### src/rtl/cpu_pkg.sv
// Shared definitions for the 8-register CPU control path: opcodes, ALU SELECT
// encodings, sequencer states and instruction field offsets.
package cpu_pkg;

  // Instruction opcodes (INSTR[31:24])
  localparam logic [7:0] OP_LOADI = 8'h00;
  localparam logic [7:0] OP_MOV   = 8'h01;
  localparam logic [7:0] OP_ADD   = 8'h02;
  localparam logic [7:0] OP_SUB   = 8'h03;
  localparam logic [7:0] OP_AND   = 8'h04;
  localparam logic [7:0] OP_OR    = 8'h05;

  // ALU SELECT encodings
  localparam logic [2:0] ALU_FWD = 3'b000;
  localparam logic [2:0] ALU_ADD = 3'b001;
  localparam logic [2:0] ALU_AND = 3'b010;
  localparam logic [2:0] ALU_OR  = 3'b011;

  // Instruction field LSB offsets
  localparam int unsigned OPC_LSB  = 24;
  localparam int unsigned DST_LSB  = 16;
  localparam int unsigned SRC1_LSB = 8;
  localparam int unsigned SRC2_LSB = 0;

  // Sequencer states
  typedef enum logic [1:0] {
    ST_IDLE = 2'd0,
    ST_EXEC = 2'd1,
    ST_WB   = 2'd2,
    ST_TRAP = 2'd3
  } seq_state_e;

endpackage

### src/rtl/instr_decoder.sv
// Combinational opcode decoder: opcode -> ALU SELECT, operand steering,
// latency class and illegal flag.
module instr_decoder
  import cpu_pkg::*;
(
  input  logic [7:0] opcode,
  output logic [2:0] aluop,
  output logic       imm_sel,
  output logic       neg_sel,
  output logic       is_add,
  output logic       illegal
);

  // Opcode table; unknown opcodes decode as a harmless forward plus illegal
  always_comb begin
    aluop   = ALU_FWD;
    imm_sel = 1'b0;
    neg_sel = 1'b0;
    is_add  = 1'b0;
    illegal = 1'b0;
    case (opcode)
      OP_LOADI: imm_sel = 1'b1;
      OP_MOV:   aluop   = ALU_FWD;
      OP_ADD: begin
        aluop  = ALU_ADD;
        is_add = 1'b1;
      end
      OP_SUB: begin
        aluop   = ALU_ADD;
        neg_sel = 1'b1;
        is_add  = 1'b1;
      end
      OP_AND:  aluop   = ALU_AND;
      OP_OR:   aluop   = ALU_OR;
      default: illegal = 1'b1;
    endcase
  end

endmodule

### src/rtl/alu_control_sequencer.sv
// Control sequencer for the 8-bit ALU: accepts an instruction, registers its
// decoded controls, waits out the ALU latency and issues one write-back strobe.
// Optional feature macro: ILLEGAL_TRAP_EN (illegal opcode traps until reset).
module alu_control_sequencer
  import cpu_pkg::*;
#(
  parameter int unsigned ADD_LAT   = 2,
  parameter int unsigned LOGIC_LAT = 1,
  parameter int unsigned CNT_W     = 4
) (
  input  logic        CLK,
  input  logic        RESET,
  input  logic [31:0] INSTR,
  input  logic        INSTR_VALID,
  output logic        INSTR_READY,
  output logic [2:0]  READREG1,
  output logic [2:0]  READREG2,
  output logic [7:0]  IMMEDIATE,
  output logic        IMM_SEL,
  output logic        NEG_SEL,
  output logic [2:0]  ALUOP,
  output logic [2:0]  WRITEREG,
  output logic        WRITEENABLE,
  output logic        BUSY,
  output logic        ILLEGAL
);

  seq_state_e state_q, state_d;
  logic [CNT_W-1:0] cnt_q, cnt_d;
  logic rst_done_q, rst_done_d;
  logic nop_q, nop_d;
  logic [2:0] readreg1_q, readreg1_d;
  logic [2:0] readreg2_q, readreg2_d;
  logic [7:0] immediate_q, immediate_d;
  logic imm_sel_q, imm_sel_d;
  logic neg_sel_q, neg_sel_d;
  logic [2:0] aluop_q, aluop_d;
  logic [2:0] writereg_q, writereg_d;

  logic [2:0] dec_aluop;
  logic dec_imm_sel, dec_neg_sel, dec_is_add, dec_illegal;
  logic handshake;
  logic unused_field_bits;

  // Upper bits of the register fields are architecturally ignored
  assign unused_field_bits = ^{INSTR[DST_LSB+7:DST_LSB+3], INSTR[SRC1_LSB+7:SRC1_LSB+3]};

  instr_decoder u_dec (
    .opcode  (INSTR[OPC_LSB+7:OPC_LSB]),
    .aluop   (dec_aluop),
    .imm_sel (dec_imm_sel),
    .neg_sel (dec_neg_sel),
    .is_add  (dec_is_add),
    .illegal (dec_illegal)
  );

  // READY is held low for the first cycle out of reset via rst_done_q
  assign INSTR_READY = (state_q == ST_IDLE) && rst_done_q;
  assign handshake   = INSTR_VALID && INSTR_READY;
  assign BUSY        = (state_q != ST_IDLE);
  assign WRITEENABLE = (state_q == ST_WB) && !nop_q;

`ifdef ILLEGAL_TRAP_EN
  assign ILLEGAL = (state_q == ST_TRAP);
`else
  assign ILLEGAL = 1'b0;
`endif

  assign READREG1  = readreg1_q;
  assign READREG2  = readreg2_q;
  assign IMMEDIATE = immediate_q;
  assign IMM_SEL   = imm_sel_q;
  assign NEG_SEL   = neg_sel_q;
  assign ALUOP     = aluop_q;
  assign WRITEREG  = writereg_q;

  // Next-state, latency counter and control-capture logic
  always_comb begin
    state_d     = state_q;
    cnt_d       = cnt_q;
    rst_done_d  = 1'b1;
    nop_d       = nop_q;
    readreg1_d  = readreg1_q;
    readreg2_d  = readreg2_q;
    immediate_d = immediate_q;
    imm_sel_d   = imm_sel_q;
    neg_sel_d   = neg_sel_q;
    aluop_d     = aluop_q;
    writereg_d  = writereg_q;
    case (state_q)
      ST_IDLE: begin
        if (handshake) begin
          readreg1_d  = INSTR[SRC1_LSB+2:SRC1_LSB];
          readreg2_d  = INSTR[SRC2_LSB+2:SRC2_LSB];
          immediate_d = INSTR[SRC2_LSB+7:SRC2_LSB];
          writereg_d  = INSTR[DST_LSB+2:DST_LSB];
          imm_sel_d   = dec_imm_sel;
          neg_sel_d   = dec_neg_sel;
          aluop_d     = dec_aluop;
          cnt_d       = dec_is_add ? CNT_W'(ADD_LAT - 1) : CNT_W'(LOGIC_LAT - 1);
          if (dec_illegal) begin
`ifdef ILLEGAL_TRAP_EN
            state_d = ST_TRAP;
`else
            state_d = ST_WB;
            nop_d   = 1'b1;
`endif
          end else begin
            state_d = ST_EXEC;
            nop_d   = 1'b0;
          end
        end
      end
      ST_EXEC: begin
        if (cnt_q == '0) begin
          state_d = ST_WB;
        end else begin
          cnt_d = cnt_q - 1'b1;
        end
      end
      ST_WB: begin
        state_d = ST_IDLE;
        nop_d   = 1'b0;
      end
      ST_TRAP: begin
`ifdef ILLEGAL_TRAP_EN
        state_d = ST_TRAP;
`else
        state_d = ST_IDLE;
`endif
      end
      default: state_d = ST_IDLE;
    endcase
  end

  // State and control registers with synchronous active-low reset
  always_ff @(posedge CLK) begin
    if (!RESET) begin
      state_q     <= ST_IDLE;
      cnt_q       <= '0;
      rst_done_q  <= 1'b0;
      nop_q       <= 1'b0;
      readreg1_q  <= '0;
      readreg2_q  <= '0;
      immediate_q <= '0;
      imm_sel_q   <= 1'b0;
      neg_sel_q   <= 1'b0;
      aluop_q     <= '0;
      writereg_q  <= '0;
    end else begin
      state_q     <= state_d;
      cnt_q       <= cnt_d;
      rst_done_q  <= rst_done_d;
      nop_q       <= nop_d;
      readreg1_q  <= readreg1_d;
      readreg2_q  <= readreg2_d;
      immediate_q <= immediate_d;
      imm_sel_q   <= imm_sel_d;
      neg_sel_q   <= neg_sel_d;
      aluop_q     <= aluop_d;
      writereg_q  <= writereg_d;
    end
  end

endmodule

### config.mk
export PLATFORM = sky130hd
export DESIGN_NAME = alu_control_sequencer
export DESIGN_NICKNAME = d
export VERILOG_FILES = /design/src/rtl/cpu_pkg.sv /design/src/rtl/instr_decoder.sv /design/src/rtl/alu_control_sequencer.sv
export SDC_FILE = /design/constraint.sdc
export NUM_CORES = 1
export LEC_CHECK = 0
export CAP_MARGIN = 20
export CORE_ASPECT_RATIO = 0.6
export CORE_MARGIN = 3
export CORE_UTILIZATION = 40
export CTS_BUF_LIST = sky130_fd_sc_hd__clkbuf_2
export CTS_CLUSTER_SIZE = 40
export DETAILED_ROUTE_END_ITERATION = 6
export GPL_ROUTABILITY_DRIVEN = 0
export PLACE_DENSITY = 0.82
export SLEW_MARGIN = 20
export SYNTH_ARGS = -nofsm -noshare
export SYNTH_HDL_FRONTEND = slang
export SYNTH_SLANG_ARGS = --single-unit
### constraint.sdc
create_clock -name CLK -period 1.9 [get_ports CLK]
set_input_delay 0.285 -clock CLK [delete_from_list [all_inputs] [get_ports CLK]]
set_output_delay 0.285 -clock CLK [all_outputs]
set_load 0.005 [all_outputs]
### Yosys cells after proc, flatten, opt, wreduce, memory -nomap -nowiden

Cells that the tools add are included.

| storage, ports and cells | value |
|---|---|
| register bits after elaboration | 30 |
| logic and storage cells | 56 |

| operators by class | value |
|---|---|
| reductions and logical operators | 17 |
| eq/ne operators | 11 |
| muxes and demuxes | 16 |
| add/subtract/negate cells | 1 |

Operator list:

| operator | number |
|---|---|
| 8-bit by 2-bit equality test with 1-bit output (second input constant) | 2 |
| 8-bit by 3-bit equality test with 1-bit output (second input constant) | 2 |
| 2-bit case mux with 3 select lines | 2 |
| 8-bit by 1-bit equality test with 1-bit output (second input constant) | 1 |
| 8-bit logical NOT | 1 |
| 4-bit two-way mux | 2 |
| 4-bit case mux with 2 select lines | 1 |
| 1-bit two-way mux | 7 |
| 2-bit two-way mux | 3 |
| 2-bit inequality test (second input constant) | 3 |
| 2-bit AND reduction | 3 |
| 2-bit nonzero test | 3 |
| 6-bit OR reduction | 1 |
| 2-bit equality test (second input constant) | 2 |
| 4-bit logical NOT | 1 |
| 2-bit OR reduction | 2 |
| 4-bit by 1-bit subtractor with 4-bit output (second input constant) | 1 |
| 1-bit logical AND | 3 |
| 3-bit AND reduction | 1 |
| 2-bit by 1-bit equality test with 1-bit output (second input constant) | 1 |
| 2-bit logical NOT | 1 |
| 1-bit case mux with 2 select lines | 1 |
| 1-bit logical NOT | 1 |

### Logic depth before layout (Yosys ltp)

| depth | value |
|---|---|
| depth after elaboration | 6 |
| gate-level depth with buffers | 5 |
| depth with buffers taken out | 5 |

### Modules after synthesis

From an unflattened synthesis, not the netlist that was laid out.

| unflattened totals | value |
|---|---|
| cell total of the unflattened synthesis | 152 |
| area total of the unflattened synthesis | 1255.0 um2 |

Modules (own cells, without submodules):

| module | area each (um2) | cells an instance | instances |
|---|---|---|---|
| alu_control_sequencer | 1136.1 | 139 | 1 |
| instr_decoder | 118.9 | 13 | 1 |

### Worst setup path before layout

Ideal clock, no wire load.

| timing | value |
|---|---|
| kind | input port to flip-flop |
| start point | input port INSTR[29] |
| end point | register aluop_q[1], in the netlist ALUOP[1] |
| path slack | 0.412 ns |
| arrival | 1.417 ns |
| cell stages on the path | 3 |
| library setup time | 0.070 ns |
| path through | or4_4 or4_1 a21oi_1 |

| on the way | value |
|---|---|
| word-level cells in the longest chain between the ends | 3 |
| elaborated cells between the ends (all ways) | 6 |

Ends and longest elaborated chain:

| item | RTL line | source |
|---|---|---|
| start, declared | alu_control_sequencer.sv:13 | `input logic [31:0] INSTR,` |
| 8-bit by 2-bit equality test with 1-bit output | instr_decoder.sv:21 | `case (opcode)` |
| 2-bit OR reduction (no line) | -- |  |
| 2-bit case mux with 3 select lines * | instr_decoder.sv:21 |  |
| end signal, assigned | alu_control_sequencer.sv:160 | `aluop_q <= aluop_d;` |
| end, declared | alu_control_sequencer.sv:37 | `logic [2:0] aluop_q, aluop_d;` |

Mark *: on every way between the ends. The rest lies on a longest branch, timed or not.
A chain may end at the register's enable or synchronous reset.

### Final worst setup path

| timing | value |
|---|---|
| start point | register state_q[0] |
| end point | output port BUSY |

| on the way | value |
|---|---|
| word-level cells in the longest chain between the ends | 1 |

Ends and longest elaborated chain:

| item | RTL line | source |
|---|---|---|
| start, declared | alu_control_sequencer.sv:28 | `seq_state_e state_q, state_d;` |
| start signal, assigned | alu_control_sequencer.sv:151 | `state_q <= state_d;` |
| 2-bit nonzero test | alu_control_sequencer.sv:60 | `assign BUSY = (state_q != ST_IDLE);` |
| end, declared | alu_control_sequencer.sv:24 | `output logic BUSY,` |

Every way passes these cells.

==> summary.md <==
| Metric | Value |
|---|---|
| CP cell instances | or2_2 -> clkdlybuf4s50_1 |
| Final slew viol count | 0 |
| Vias per cell | around 5.1 |
| CTS Buf Count | 3 |
| Clock-pin transition on the worst setup and hold timing paths | 0.24 ns |
| MaxCap Viol Count | 0 |
| Syn_area_per_cell | 8.29 um^2 |
| WS Path Type | reg -> out |
| Chip Width | 74.5 um |
| P&R area growth vs syn | 50.8% |
| Multi-input gate area | around 540 um^2 |
| Number of I/O port buffers | 48 |
| Final WS setup | roughly 0.11 ns |
| HP Class | in -> reg |
| Place WS | -0.0694 ns |
| # H-tree levels | 1 |
| Worst Path Required | about 1.6 ns |
| Largest net degree at the start of global routing | 19 |
| Die ar. | about 3500 um^2 |
| Power Dens Cells | 566 nW/um^2 |
| Ports | slightly above 60 |
| RR Startpoint | cnt_q[0] |
| Seq/Total Area, Yosys | 46.2% |
| Post-DP HPWL | 2260 um |
| Wl on met1 | 1340 um |
| Via count | 1118 |
| Fmax | 559 MHz |
| Yosys warning count | 0 |
| Placed insts | 216 |
| Area leader, netlist | dfxtp_1 |
| CTS tree | built |
| Final WL | between 3000 and 4000 um |
| WL per Instance | 13.7 um |
| Yosys cell types | 34 |
| RSZ-0062 raised after global routing | false |
| First-pass GRT wire length | roughly 4600 um |
| Clk_skew | 0.0179 ns |
| Core Box Area | 2590 um^2 |
| Final setup violation count | 0 |
| Share of layout cells above drive strength 1 | 10.6% |
| Initial antenna violation count | 0 |
| Synth Cell Area | 1130 um^2 |
| Hold depth | 3 |
| Top_reg_cell synth | dfxtp_1 |
| Worst-path fanout max | 3 |
| Clock Latency Late Sink | 0.35 ns |
| Reg2reg end | cnt_q[3] |
| Post-synth EDFFs | 0 |
| R2R cell count | 5 |
| Worst path max stage delay | 0.46 ns |
| Met2 routed WL | 1520 um |
| Hold Crit Start | INSTR[10] |
| Buf/Inv on CP | 1 |
| End of the worst hold path | READREG1[2] |
| Status | finished clean |
| Fillers | 211 |
| Final Net Count | approximately 230 |
| Clk sink count | 26 |
| Reg2reg setup slack | 0.30 ns |
| Total grt overflow | 0 |
| Static Leak | 0.000645 uW |
| Area after DPL | 1670 um^2 |
| N_diodes | 0 |
| Min Tclk post-route | between 1.5 and 2 ns |
| Setup crit start kind | flop |
| Tot GR Track Use | between 15 and 20% |
| # rows | 14 |
| Iter 0 DRT Violations | 33 |
| Finished layout cell area | 1700 um^2 |
| Seq. cell area | 526 um^2 |
| Initial Util | 43.5% |
| Cells after Synth | 136 |
| Die height | 47.1 um |
| Top cell type's share of synthesized area | 46.2% |
| Worst setup EP type | output pin |
| Slowest cell on crit path | clkdlybuf4s50_1 |
| Fraction of registers with async set/reset | 0% |
| Top post-synthesis cells by area | dfxtp_1, nand2_1, a21oi_1 |
| Tcrit/Tclk final | 94.1% |
| Met3 wire len | 166 um |
| Critical Path AT | 1.50 ns |
| Final Hold Fails | 0 |
| Number of global-route vias before repair | 1063 |
| Power Total | roughly 960 uW |
| ANT nets after route | 0 |
| Post-route DRC violation count | 0 |
| CTS root buf | clkbuf_2 |
| #FFs+latches synth | 26 |
| CP top delay family | buffers and inverters |
| Top Layer Used | met3 |
| Clock Tree Buf Depth | 2 |
| Setup TNS Final | 0 ns |
| Max IR drop VDD | around 0.26 mV |
| Post-route insts no fill | 221 |
| First-pass detailed-route iteration total | 4 |
[worst max-delay path by stage]
stage,startpoint,end,slack [ns],cells past startpoint
finish,state_q[0],BUSY,0.11,2
global route,state_q[0],BUSY,0.02,2
CTS,state_q[0],BUSY,0.08,2
detailed placement,INSTR[29],ALUOP[1],-0.07,4
global placement,INSTR[29],ALUOP[1],-0.05,4
floorplan,INSTR[29],ALUOP[1],0.41,3
[synthesized netlist by cell type, types with 2 or more instances]
| cell type | n |
|---|---|
| nand2b_1 | 3 |
| or4_1 | 3 |
| dfxtp_1 | 26 |
| o211ai_1 | 2 |
| a21oi_1 | 22 |
| buf_4 | 5 |
| ha_1 | 2 |
| clkbuf_1 | 4 |
| nor2_1 | 4 |
| inv_1 | 5 |
| o21ai_0 | 3 |
| nand2_1 | 33 |
| or3_1 | 2 |
| nand4b_1 | 2 |
[through the flow]
stage	hold WS, ns	util, %
after detailed placement	0.447	64.3
after CTS	0.428	65.5
after global routing	0.414	65.6
after floorplan	0.313	-
final	0.449	65.6
after global placement	0.441	64.3
[state kept, by name, indices dropped and copies added (netlist names)]
| signal | cells |
|---|---|
| READREG2 | 2 |
| cnt_q | 4 |
| nop_q | 1 |
| state_q | 2 |
| ALUOP | 2 |
| rst_done_q | 1 |
| WRITEREG | 3 |
| IMM_SEL | 1 |
| NEG_SEL | 1 |
| READREG1 | 3 |
| IMMEDIATE | 6 |
[per-layer routing]
| layer | global-route usage [%] | up-vias |
|---|---|---|
| li1 | - | 576 |
| met1 | 20.9 | 506 |
| met2 | 31.8 | 36 |
| met3 | 5.13 | 0 |
| met4 | 3.55 | 0 |
| met5 | 0 | - |
[cells by family after synthesis]
| kind of cell | share of synthesized area, % |
|---|---|
| DFF | 46.2 |
| buffers and inverters | 7.10 |
| AOI/OAI and AO/OA | 17.5 |
| other | 0.333 |
| adders and majority gates | 2.22 |
| and+or+nand+nor | 26.6 |
[where the power goes]
part           internal [uW]  switching (uW)
clock                   45.7             159
combinational            109            74.6
sequential               564            10.8
[layout make-up]
| type | count | share of cell area (%) |
|---|---|---|
| inverter | 6 | 1.32 |
| multi-input combinational | 95 | 31.6 |
| clock inverter | 1 | 0.221 |
| timing repair buffer | 58 | 32.7 |
| tap | 32 | 2.35 |
| sequential | 26 | 30.9 |
| clock buffer | 3 | 0.883 |
[cells in the final DEF (no fill, tap or decap), types with 2 or more instances in the layout]
cell type        count
clkdlybuf4s50_1     46
nand2_1             33
dfxtp_1             24
a21oi_1             22
buf_4               10
inv_1                5
nor2_1               4
nand2b_1             3
o21ai_0              3
or4_1                3
clkbuf_2             3
clkinv_1             2
o211ai_1             2
or3_1                2
nand4b_1             2
ha_1                 2
conb_1               2
[worst register-to-register path: cells and delay by family, from the launching register on]
kind / cells / cell delay (ns)
AO/OA/AOI/OAI: 1 / 0.15
buffers and inverters: 1 / 0.09
AND/OR/NAND/NOR: 2 / 0.69
flip-flops: 1 / 0.41
adder cells (fa/ha/maj): 1 / 0.19
[repair_timing]
item	CTS	global route
endpoints found under the setup margin	1	1
resized for setup	4	1
pin swaps	0	0
buffers inserted	1	0
hold buffers	0	0
(Power assumes the default switching activity.)
